==> config.mk <==
export PLATFORM = sky130hd
export DESIGN_NAME = fmult_rr_arbiter
export DESIGN_NICKNAME = d
export VERILOG_FILES = /design/src/rtl/fmult_rr_arbiter.sv
export SDC_FILE = /design/constraint.sdc
export NUM_CORES = 1
export LEC_CHECK = 0
export ABC_CLOCK_PERIOD_IN_PS = 4300
export BUFFER_PORTS_ARGS = -buffer_cell sky130_fd_sc_hd__buf_4
export CAP_MARGIN = 10
export CORE_AREA = 2 2 131 133
export CTS_CLUSTER_SIZE = 16
export DETAILED_ROUTE_END_ITERATION = 8
export DIE_AREA = 0 0 133 135
export PLACE_DENSITY = 0.66
export SETUP_SLACK_MARGIN = 0.4
export SLEW_MARGIN = 20
export SYNTH_ARGS = -nofsm -noshare
export SYNTH_HDL_FRONTEND = slang
export SYNTH_SLANG_ARGS = --single-unit
==> constraint.sdc <==
create_clock -name i_CLK -period 4.3 [get_ports i_CLK]
set_input_delay 0.43 -clock i_CLK [delete_from_list [all_inputs] [get_ports i_CLK]]
set_output_delay 0.43 -clock i_CLK [all_outputs]
set_load 0.01 [all_outputs]
==> src/rtl/fmult_rr_arbiter.sv <==
// Shares one float_multiplier among NREQ requesters, one operation in flight at a time.
// Define FMULT_ARB_FIXED_PRIO_EN for fixed priority (lowest index wins); default is round-robin.

module async_rstn_synchronizer (
    input  logic i_CLK,
    input  logic i_RSTN,
    output logic o_RSTN
);

    logic meta;

    // Assert immediately, release two clocks later on i_CLK
    always_ff @(posedge i_CLK or negedge i_RSTN) begin
        if (!i_RSTN) begin
            meta   <= 1'b0;
            o_RSTN <= 1'b0;
        end else begin
            meta   <= 1'b1;
            o_RSTN <= meta;
        end
    end

endmodule

module fmult_rr_arbiter #(
    parameter int unsigned NREQ = 3
) (
    input  logic                 i_CLK,
    input  logic                 i_RSTN,
    input  logic [32*NREQ-1:0]   i_REQ_A,
    input  logic [32*NREQ-1:0]   i_REQ_B,
    input  logic [NREQ-1:0]      i_REQ_STB,
    output logic [NREQ-1:0]      o_REQ_ACK,
    output logic [31:0]          o_Z,
    output logic [NREQ-1:0]      o_Z_STB,
    input  logic [NREQ-1:0]      i_Z_ACK,
    output logic [31:0]          o_M_A,
    output logic [31:0]          o_M_B,
    output logic                 o_M_AB_STB,
    input  logic                 i_M_AB_ACK,
    input  logic [31:0]          i_M_Z,
    input  logic                 i_M_Z_STB,
    output logic                 o_M_Z_ACK
);

    localparam int unsigned PW = (NREQ > 1) ? $clog2(NREQ) : 1;

    typedef enum logic [1:0] {
        ST_IDLE,
        ST_ISSUE,
        ST_WAIT_Z,
        ST_DELIVER
    } state_t;

    state_t          state;
    logic            w_rstn;
    logic [PW-1:0]   ptr;
    logic [PW-1:0]   grant_idx;
    logic [PW-1:0]   pick_idx;
    logic            pick_found;
    logic [NREQ-1:0] pick_oh;
    logic [NREQ-1:0] grant_oh;
    logic [31:0]     req_a [NREQ];
    logic [31:0]     req_b [NREQ];

    async_rstn_synchronizer u_rst_sync (
        .i_CLK  (i_CLK),
        .i_RSTN (i_RSTN),
        .o_RSTN (w_rstn)
    );

    for (genvar k = 0; k < NREQ; k++) begin : g_slot
        assign req_a[k] = i_REQ_A[32*k +: 32];
        assign req_b[k] = i_REQ_B[32*k +: 32];
    end

    // First requester found scanning upward from ptr, wrapping at NREQ
    always_comb begin
        pick_found = 1'b0;
        pick_idx   = '0;
        for (int i = 0; i < int'(NREQ); i++) begin
            if (!pick_found && i_REQ_STB[PW'((int'(ptr) + i) % int'(NREQ))]) begin
                pick_found = 1'b1;
                pick_idx   = PW'((int'(ptr) + i) % int'(NREQ));
            end
        end
    end

    assign pick_oh  = NREQ'(1) << pick_idx;
    assign grant_oh = NREQ'(1) << grant_idx;

    always_ff @(posedge i_CLK or negedge w_rstn) begin
        if (!w_rstn) begin
            state      <= ST_IDLE;
            ptr        <= '0;
            grant_idx  <= '0;
            o_REQ_ACK  <= '0;
            o_Z        <= '0;
            o_Z_STB    <= '0;
            o_M_A      <= '0;
            o_M_B      <= '0;
            o_M_AB_STB <= 1'b0;
            o_M_Z_ACK  <= 1'b0;
        end else begin
            o_REQ_ACK <= '0;
            o_M_Z_ACK <= 1'b0;
            case (state)
                ST_IDLE: begin
                    if (pick_found) begin
                        grant_idx  <= pick_idx;
                        o_M_A      <= req_a[pick_idx];
                        o_M_B      <= req_b[pick_idx];
                        o_REQ_ACK  <= pick_oh;
                        o_M_AB_STB <= 1'b1;
                        state      <= ST_ISSUE;
                    end
                end
                ST_ISSUE: begin
                    if (o_M_AB_STB && i_M_AB_ACK) begin
                        o_M_AB_STB <= 1'b0;
                        state      <= ST_WAIT_Z;
                    end
                end
                ST_WAIT_Z: begin
                    if (i_M_Z_STB) begin
                        o_Z       <= i_M_Z;
                        o_M_Z_ACK <= 1'b1;
                        o_Z_STB   <= grant_oh;
                        state     <= ST_DELIVER;
                    end
                end
                ST_DELIVER: begin
                    // Only the granted requester's ack retires the result
                    if (|(i_Z_ACK & grant_oh)) begin
                        o_Z_STB <= '0;
`ifdef FMULT_ARB_FIXED_PRIO_EN
                        ptr     <= '0;
`else
                        ptr     <= (grant_idx == PW'(NREQ - 1)) ? '0 : grant_idx + PW'(1);
`endif
                        state   <= ST_IDLE;
                    end
                end
                default: state <= ST_IDLE;
            endcase
        end
    end

endmodule

# [Word level (Yosys, flattened, before mapping)]
# Cells that the tools add are included.
[totals] ramBits=0 elab_cells=86 mem_bits_ro=0 n_memories=0 reg_bits=112 out_inout_bits=104 inputBits=234 latchBits=0
[op_classes] n_div=3 muxes=37 bitwise=2 shifts=2 n_reduce_logical=15 n_addsub=3 mul=0 magnitude_cmp=4 n_eq_ne=8
[ops] operator="binary-select mux 32 bit (select 2 bit)" n=2
[ops] operator="two-way mux 32 bit" n=4
[ops] operator="remainder unit 32 x 3 -> 32 bit, second input constant" n=2
[ops] operator="remainder unit 3 x 3 -> 32 bit, second input constant" n=1
[ops] operator="two-way mux 2 bit" n=8
[ops] operator="two-way mux 1 bit" n=13
[ops] operator="< comparator 2 x 4 -> 1 bit, second input constant" n=3
[ops] operator="two-way mux 3 bit" n=4
[ops] operator="!= test 2 bit, second input constant" n=4
[ops] operator="case mux 2 bit (4 select lines)" n=1
[ops] operator="binary-select mux 1 bit (select 2 bit)" n=3
[ops] operator="== test 2 bit, second input constant" n=3
[ops] operator="case mux 3 bit (2 select lines)" n=1
[ops] operator="AND reduction 2 bit" n=3
[ops] operator="AND reduction 3 bit" n=2
[ops] operator="left shift 1 x 2 -> 3 bit, first input constant" n=2
[ops] operator="AND reduction 4 bit" n=1
[ops] operator="nonzero test 2 bit" n=2
[ops] operator="adder 2 x 1 -> 3 bit, second input constant" n=1
[ops] operator="adder 2 x 2 -> 3 bit, second input constant" n=1
[ops] operator="bitwise AND 3 bit" n=1
[ops] operator=">= comparator 3 bit, second input constant" n=1
[ops] operator="logical AND 1 bit" n=3
[ops] operator="inverter 2 -> 3 bit" n=1
[ops] operator="6 further kinds" n=7

# [Depth between registers and ports, before layout]
# Gate-level depths: netlist of the first run.
[logic_depth] ltp_word=15 mapped_depth=11 depth_no_buf=8

# [Modules after synthesis]
# From an unflattened synthesis of the first run, not the netlist that was laid out.
[unflattened] cells_unflattened=604 area_unflattened_um2=6346.1
[by_module_without_submodules] module="fmult_rr_arbiter" seq_area_each_um2=2752.6 area_per_inst_um2=6292.3 n_inst=1 cells_per_inst=601
[by_module_without_submodules] module="async_rstn_synchronizer" seq_area_each_um2=50.0 area_per_inst_um2=53.8 n_inst=1 cells_per_inst=3

# [Least setup slack after synthesis of the first run]
# Ideal clock, no wire load.
[synth_timing] path_kind="reg-to-reg" startpoint="register ptr[0]" endpoint="register o_M_B[21]" required_ns=4.174 path_slack_ns=2.214 stages_incl_launch_ff=10 setup_ns=0.126 t_arrival_ns=1.960 path_buffers=1 cell_sequence="dfrtp_1 > inv_1 > ha_1 > and3b_1 > o21ai_1 > o311ai_2 > clkbuf_2 > and3_1 > a211oi_1 > o21ai_1"
[synth_between] elab_chain_cells=15 elab_cells_between_ends=29 classes_between="add/sub (2); div (3); mux (18); bitwise (1); reduce/logical (5)"
[synth_rtl] element="start: declaration" line="57" rtl="logic [PW-1:0] ptr;"
[synth_rtl] element="start signal: assignment" line="139" rtl="ptr <= (grant_idx == PW'(NREQ - 1)) ? '0 : grant_idx + PW'(1);"
[synth_rtl] element="branches (longest 15 deep; another with remainder unit 32 x 3 -> 32 bit)"
[synth_rtl] element="end signal: assignment" line="112" rtl="o_M_B <= req_b[pick_idx];"
[synth_rtl] element="end: declaration" line="38" rtl="output logic [31:0] o_M_B,"
# Several ways; the timed one is not identified. The select of a mux whose other input is x is not followed.
# A chain may end at the register's enable or synchronous reset.

# [Worst setup path after layout of the first run]
[layout_timing] startpoint="register ptr[0]" endpoint="register o_M_A[11]"
[layout_between] elab_chain_cells=15 elab_cells_between_ends=29 classes_between="add/sub (2); div (3); mux (18); bitwise (1); reduce/logical (5)"
[layout_rtl] element="branches (longest 15 deep; another with remainder unit 32 x 3 -> 32 bit)"
[layout_rtl] element="end signal: assignment" line="111" rtl="o_M_A <= req_a[pick_idx];"
[layout_rtl] element="end: declaration" line="37" rtl="output logic [31:0] o_M_A,"
# Several ways; the timed one is not identified. The select of a mux whose other input is x is not followed.

==> reports/summary.txt, run 1 <==
WP data required: 4.53 ns
Cell internal pwr: 3.805 mW
RSZ-0062 raised after global routing: no
Average size of a mapped cell: 10.74 um2
Reg-to-reg slack, setup: 1.26 ns
Maxcap violations: 0
Crit path to: o_M_A[11]
Finished Cell Area: 8653 um2
Netlist Area Pre-Place: 5680 um2
# nets final: 1086
Worst Tran Pin Value: 1.055 ns
Core Region: 16410 um2
Worst-path fanout max: 64
H-tree depth: 3
Initial antenna violation count: 0
Post-CTS sizing: 0
Sw power: 2.844 mW
Via Count: 5532
Row count: 47
Wire length per cell: 18.43 um
Setup crit start: ptr[0]
Combinational Power Share: 58.7%
DP Worst Slack: 1.259 ns
Top Metal Used: met4
CP startpoint kind: flip-flop
Crit share post-route: 70.79%
Vias per cell: 5.175
Seq pwr share: 28.2%
First-pass GRT wire length: 30390 um
Clock power frac: 13.2%
Placed cell count: 1052
Leak pwr: 4.316 nW
Endpoints failing setup: 0
Outcome: finished, final reports clean
Fin cells: 1069
Ys async rst share: 100.0%
DIE HEIGHT: 135 um
Root Buffer: clkbuf_16
Pin count of the biggest net entering global routing: 66
Hold Violations, Final: 0
Initial Utilization: 34.62%
Syn-to-layout area delta: 52.33%
Vias in the first global route: 5685
Buffers on Ports: 337
Net count after synthesis: 771
Antenna fix cells: 0
CTS Hold Buffers Added: 1
First-pass DRT Iterations: 4
Grt total ovfl: 0
Clk sinks: 112
Switching Fraction: 42.78%
Seq/Total Area, Yosys: 49.34%
Final Wtd Congestion: 0.7821
Total number of yosys warnings: 0
#FFs+latches synth: 112
CP arrival: 3.28 ns
FF-to-FF path depth: 9
Total power: 6.650 mW
Top-level I/O count: 338
CTS tree: built
P per Cell Area: 768.5 nW/um2
Final ANT Viol Nets: 0
Metal3 WL: 1570 um
F_max: 328.5 MHz
DRT met1 WL: 7802 um
Clk buf depth: 2
Number of synthesized flops with an enable pin: 0
Final Skew: 0.01069 ns
Kind of critical path: flip-flop to flip-flop
Sum of negative setup slack: 0 ns
Layout cells sized above 1: 47.70%
Most common cell after layout, fill and taps aside: buf_4
Routed wl met2: 9971 um
Max rail drop VDD: 0.0003493 V
Horiz. Die Dim: 133 um
Main synth FF type: dfrtp_1
Cells after synthesis: 529
Worst slew margin: 29.65%
Max-slew violations: 0
DRC errors left: 0
GRT Total Usage: 21.64%
Worst Setup Slack, final: 1.256 ns
Initial DRC Count: 252
Worst reg2reg path endpoint: o_M_A[11]
FF-to-FF Start: ptr[0]
Fin crit period: 3.044 ns
Clock latency on the worst-skew pair: 0.35 ns
Num CTS Buffers: 9
Clk slew on worst S/H paths: 0.08 ns
HPWL after DPL: 14420 um
CP Capture Type: flip-flop
Die Area: 17960 um2
Number of buffers added for setup after CTS: 0
Final wirelength: 19700 um
Synth unique cells: 48
HP Start: i_M_Z[29]
Hold Path Class: input pin to flip-flop
Most frequent cells in the layout: buf_4 (346), dfrtp_1 (111), o21ai_0 (54)
DP Area: 8334 um2
## metrics by stage
step	util (%)	hold WS [ns]
floorplan	-	0.1344
global placement	50.80	0.2131
detailed placement	50.80	0.2138
CTS	52.74	0.2796
global route	52.74	0.2813
finish	52.74	0.2975
## final cells by class
class                   instances  area, um2
fillers                      1513       7754
flip-flops and latches        112       2806
repair buffers                348       2628
multi-input cells             361       2590
well taps                     220      275.3
clock buffers                  10      229.0
clock inverters                 6      80.08
inverters                      12      45.04
## power by group through the flow
stage                     logic, mW  clock network (mW)  registers [mW]
final                          3.90               0.876            1.87
after global routing           4.28               0.939            1.94
after CTS                      3.95               0.906            1.87
after detailed placement       3.96                   0            1.88
after global placement         3.90                   0            1.88
after floorplan                2.32                   0            2.08
## worst max-delay path, cell delays in order, from the launching register on
cell and delay, ns:
dfrtp_1 0.40, inv_1 0.08, ha_1 0.39, and3b_1 0.24, o21ai_1 0.22, o311ai_4 0.13, buf_4 0.24, nand2_4 0.73
mux2i_1 0.31, o21ai_0 0.10
## worst min path at each step
stage                            endpoint  slack, ns  cells past startpoint
after floorplan           u_rst_sync.meta       0.13                      0
after global routing               o_Z[6]       0.28                      2
after detailed placement  u_rst_sync.meta       0.21                      1
after global placement    u_rst_sync.meta       0.21                      1
after CTS                         o_Z[29]       0.28                      2
final                             o_Z[29]       0.30                      2
## registers in the layout, summed over array words and instances, names as in the netlist
register,flops
o_REQ_ACK,3
grant_idx,2
o_M_Z_ACK,1
o_M_B,32
o_Z_STB,3
state,2
o_Z,32
u_rst_sync.o_RSTN,1
o_M_AB_STB,1
u_rst_sync.meta,1
o_M_A,32
ptr,2
## cell families after synthesis
logic type | synth area share [%]
DFF | 49.34
buffers and inverters | 5.506
AOI/OAI and AO/OA | 21.70
other | 0.06602
adders and majority gates | 1.762
and+or+nand+nor | 8.326
muxes | 13.30
## Yosys cell counts (all sizes together), types with 2 or more instances
master,n,area (um2)
o21a,2,22.52
nand2,45,176.4
nor3,2,10.01
a21o,2,15.01
o32a,2,20.02
a211oi,30,225.2
clkbuf,18,71.31
a21boi,2,15.02
mux2,33,371.6
inv,12,45.04
o21bai,2,15.01
nor2,5,18.77
a32oi,34,297.8
o21ai,102,510.5
nand3b,3,22.52
dfrtp,112,2803
nand2b,2,12.51
mux2i,38,384.1
buf,26,196.4
ha,8,100.1
and3,30,187.7
o31ai,2,15.01
## per-layer routing
metal | up-vias | GRT usage [%]
met5 | - | 0
met4 | 0 | 6.870
met3 | 29 | 5.030
met2 | 265 | 37.85
met1 | 2637 | 26.52
li1 | 2601 | -
(Power assumes the default switching activity.)
==> run 2: changes to the inputs <==
- ABC_CLOCK_PERIOD_IN_PS: 4300 -> 2850
- clock period: 4.3 -> 2.85 ns (I/O delays scaled with it)
==> run 2 against run 1 <==
  * Clock power up 52%
  * Register-to-register slack worse by 0.74 ns
  * Wire length rose by 1.3%
  * Critical path depth grew 1
  * Worst setup slack worse by 0.74 ns
  * Largest power group unchanged
==> reports/summary.txt, run 2 (same netlist as run 1, synthesis figures left out) <==
Most frequent cells in the layout: buf_4 (344), dfrtp_1 (110), o21ai_0 (53)
F_max: 427.6 MHz (+30%)
Core Region: 16410 um2 (unchanged)
DIE HEIGHT: 135 um (unchanged)
Final Wtd Congestion: 0.7937 (+1.5%)
Vias in the first global route: 5591 (-1.7%)
GRT Total Usage: 21.32% (-0.32 points)
Initial antenna violation count: 0 (unchanged)
Worst-path fanout max: 32 (-50%)
CP startpoint kind: flip-flop
Endpoints failing setup: 0 (unchanged)
Clk buf depth: 2 (unchanged)
Area of the multi-input gates: 2640 um2 (+1.9%)
Worst slew margin: 66.40% (+37 points)
Max rail drop VDD: 0.0005809 V (+66%)
Clk slew on worst S/H paths: 0.08 ns (about the same)
Initial Utilization: 34.62% (unchanged)
Clock latency on the worst-skew pair: 0.35 ns (about the same)
WP data required: 3.08 ns (-1.45 ns)
Initial DRC Count: 279 (+11%)
Fin crit period: 2.339 ns (-0.7052 ns)
Num CTS Buffers: 9 (unchanged)
Worst Tran Pin Value: 0.5040 ns (-0.5513 ns)
Hold slack final: 0.1587 ns (-0.1388 ns)
Wire length per cell: 18.57 um (+0.78%)
Outcome: finished, final reports clean
# nets final: 1092 (+0.55%)
DRC errors left: 0 (unchanged)
Fill count: 1498 (-0.99%)
Kind of critical path: flip-flop to flip-flop
H-tree depth: 3 (unchanged)
CTS tree: built
Sum of negative setup slack: 0 ns (unchanged)
CP arrival: 2.57 ns (-0.71 ns)
Syn-to-layout area delta: 55.53%
P per Cell Area: 1191 nW/um2 (+55%)
Clk sinks: 112 (unchanged)
Layout cells sized above 1: 49.01% (+1.3 points)
Vias per cell: 5.134 (-0.79%)
Final Core Density: 53.85% (+1.1 points)
Register Area: 2808 um2 (about the same)
Final ANT Viol Nets: 0 (unchanged)
Worst Setup Slack, final: 0.5111 ns (-0.7448 ns)
Row count: 47 (unchanged)
Hold Violations, Final: 0 (unchanged)
Root Buffer: clkbuf_16
Hold Path Class: input pin to flip-flop
Grt total ovfl: 0 (unchanged)
Largest regs: o_M_A x32, o_M_B x32, o_Z x32
Final Skew: 0.01005 ns (-0.0006466 ns)
HPWL after DPL: 14040 um (-2.6%)
Horiz. Die Dim: 133 um (unchanged)
Most common cell after layout, fill and taps aside: buf_4
Leak pwr: 4.384 nW (+1.6%)
Crit share post-route: 82.07% (+11 points)
Maxcap violations: 0 (unchanged)
Via Count: 5519 (-0.23%)
CP Capture Type: flip-flop
First-pass GRT wire length: 29930 um (-1.5%)
Antenna fix cells: 0 (unchanged)
RSZ-0062 raised after global routing: no
Top-level I/O count: 338 (unchanged)
DP Worst Slack: 0.2732 ns (-0.9858 ns)
Final wirelength: 19960 um (+1.3%)
Die Area: 17960 um2 (unchanged)
Buffers on Ports: 337 (unchanged)
Pin count of the biggest net entering global routing: 67 (+1.5%)
First-pass DRT Iterations: 4 (unchanged)
Max-slew violations: 0 (unchanged)
## run 2: cell count changes in the layout (fill, tap and decap cells not counted), sizes merged
cell / change
buf: +5
clkinv: -1
clkbuf: +1
inv: +1
## run 2: area by class of cell
class,instances,area share [%]
clock buffer,10,2.592
tap,220,3.116
timing repair buffer,354,31.24
clock inverter,6,0.8781
inverter,12,0.5098
multi-input combinational,361,29.88
sequential,112,31.78
## run 2: report_power, final
group	internal [mW]	switching, mW	total (mW)
registers	2.38	0.452	2.83
clock network	0.700	0.631	1.33
logic	2.96	3.40	6.36
## run 2: per-layer routing
metal | routed length [um] | part of all wire [%] | global-route usage, %
met3 | 1592 | 8.0 | 5.255
met4 | 427 | 2.1 | 7.228
met1 | 7941 | 40 | 25.83
met5 | 0 | 0 | 0
met2 | 10000 | 50 | 37.19
## run 2: through the flow
step / total power, mW / cells / instance area (um2)
after global placement: 8.896 / 1055 / 8419
after floorplan: 6.635 / 529 / 5682
after CTS: 10.36 / 1072 / 8741
final: 10.52 / 1075 / 8835
after detailed placement: 9.002 / 1055 / 8419
after global routing: 11.29 / 1075 / 8835
## run 2: final timing paths
path,cells past startpoint,slack [ns],endpoint,startpoint
max reg2reg,10,0.51,o_M_A[24],ptr[0]
max in group asynchronous,1,1.66,o_Z[5],u_rst_sync.o_RSTN
min in group asynchronous,2,0.26,u_rst_sync.o_RSTN,i_RSTN
min reg2reg,0,0.30,o_Z[0],u_rst_sync.o_RSTN
max,10,0.51,o_M_A[24],ptr[0]
min,2,0.16,o_Z[0],i_M_Z[0]
## run 2: repair_timing
| action | CTS | global route |
|---|---|---|
| endpoints found under the setup margin | 17 | 67 |
| pin swaps | 0 | 1 |
| hold buffers | 1 | 0 |
| endpoints found under the hold margin | 2 | 0 |
| gates resized for setup | 1 | 15 |
| gates cloned | 0 | 2 |
| buffers inserted | 0 | 1 |
## run 2: worst max-delay path, cell delays in order, from the launching register on
cell and delay [ns]:
dfrtp_2 0.45, inv_1 0.13, ha_4 0.24, and3b_1 0.22, o21bai_2 0.25, nand3_1 0.14, a22oi_2 0.06, buf_4 0.17
buf_12 0.18, a211oi_1 0.26, o21ai_1 0.11
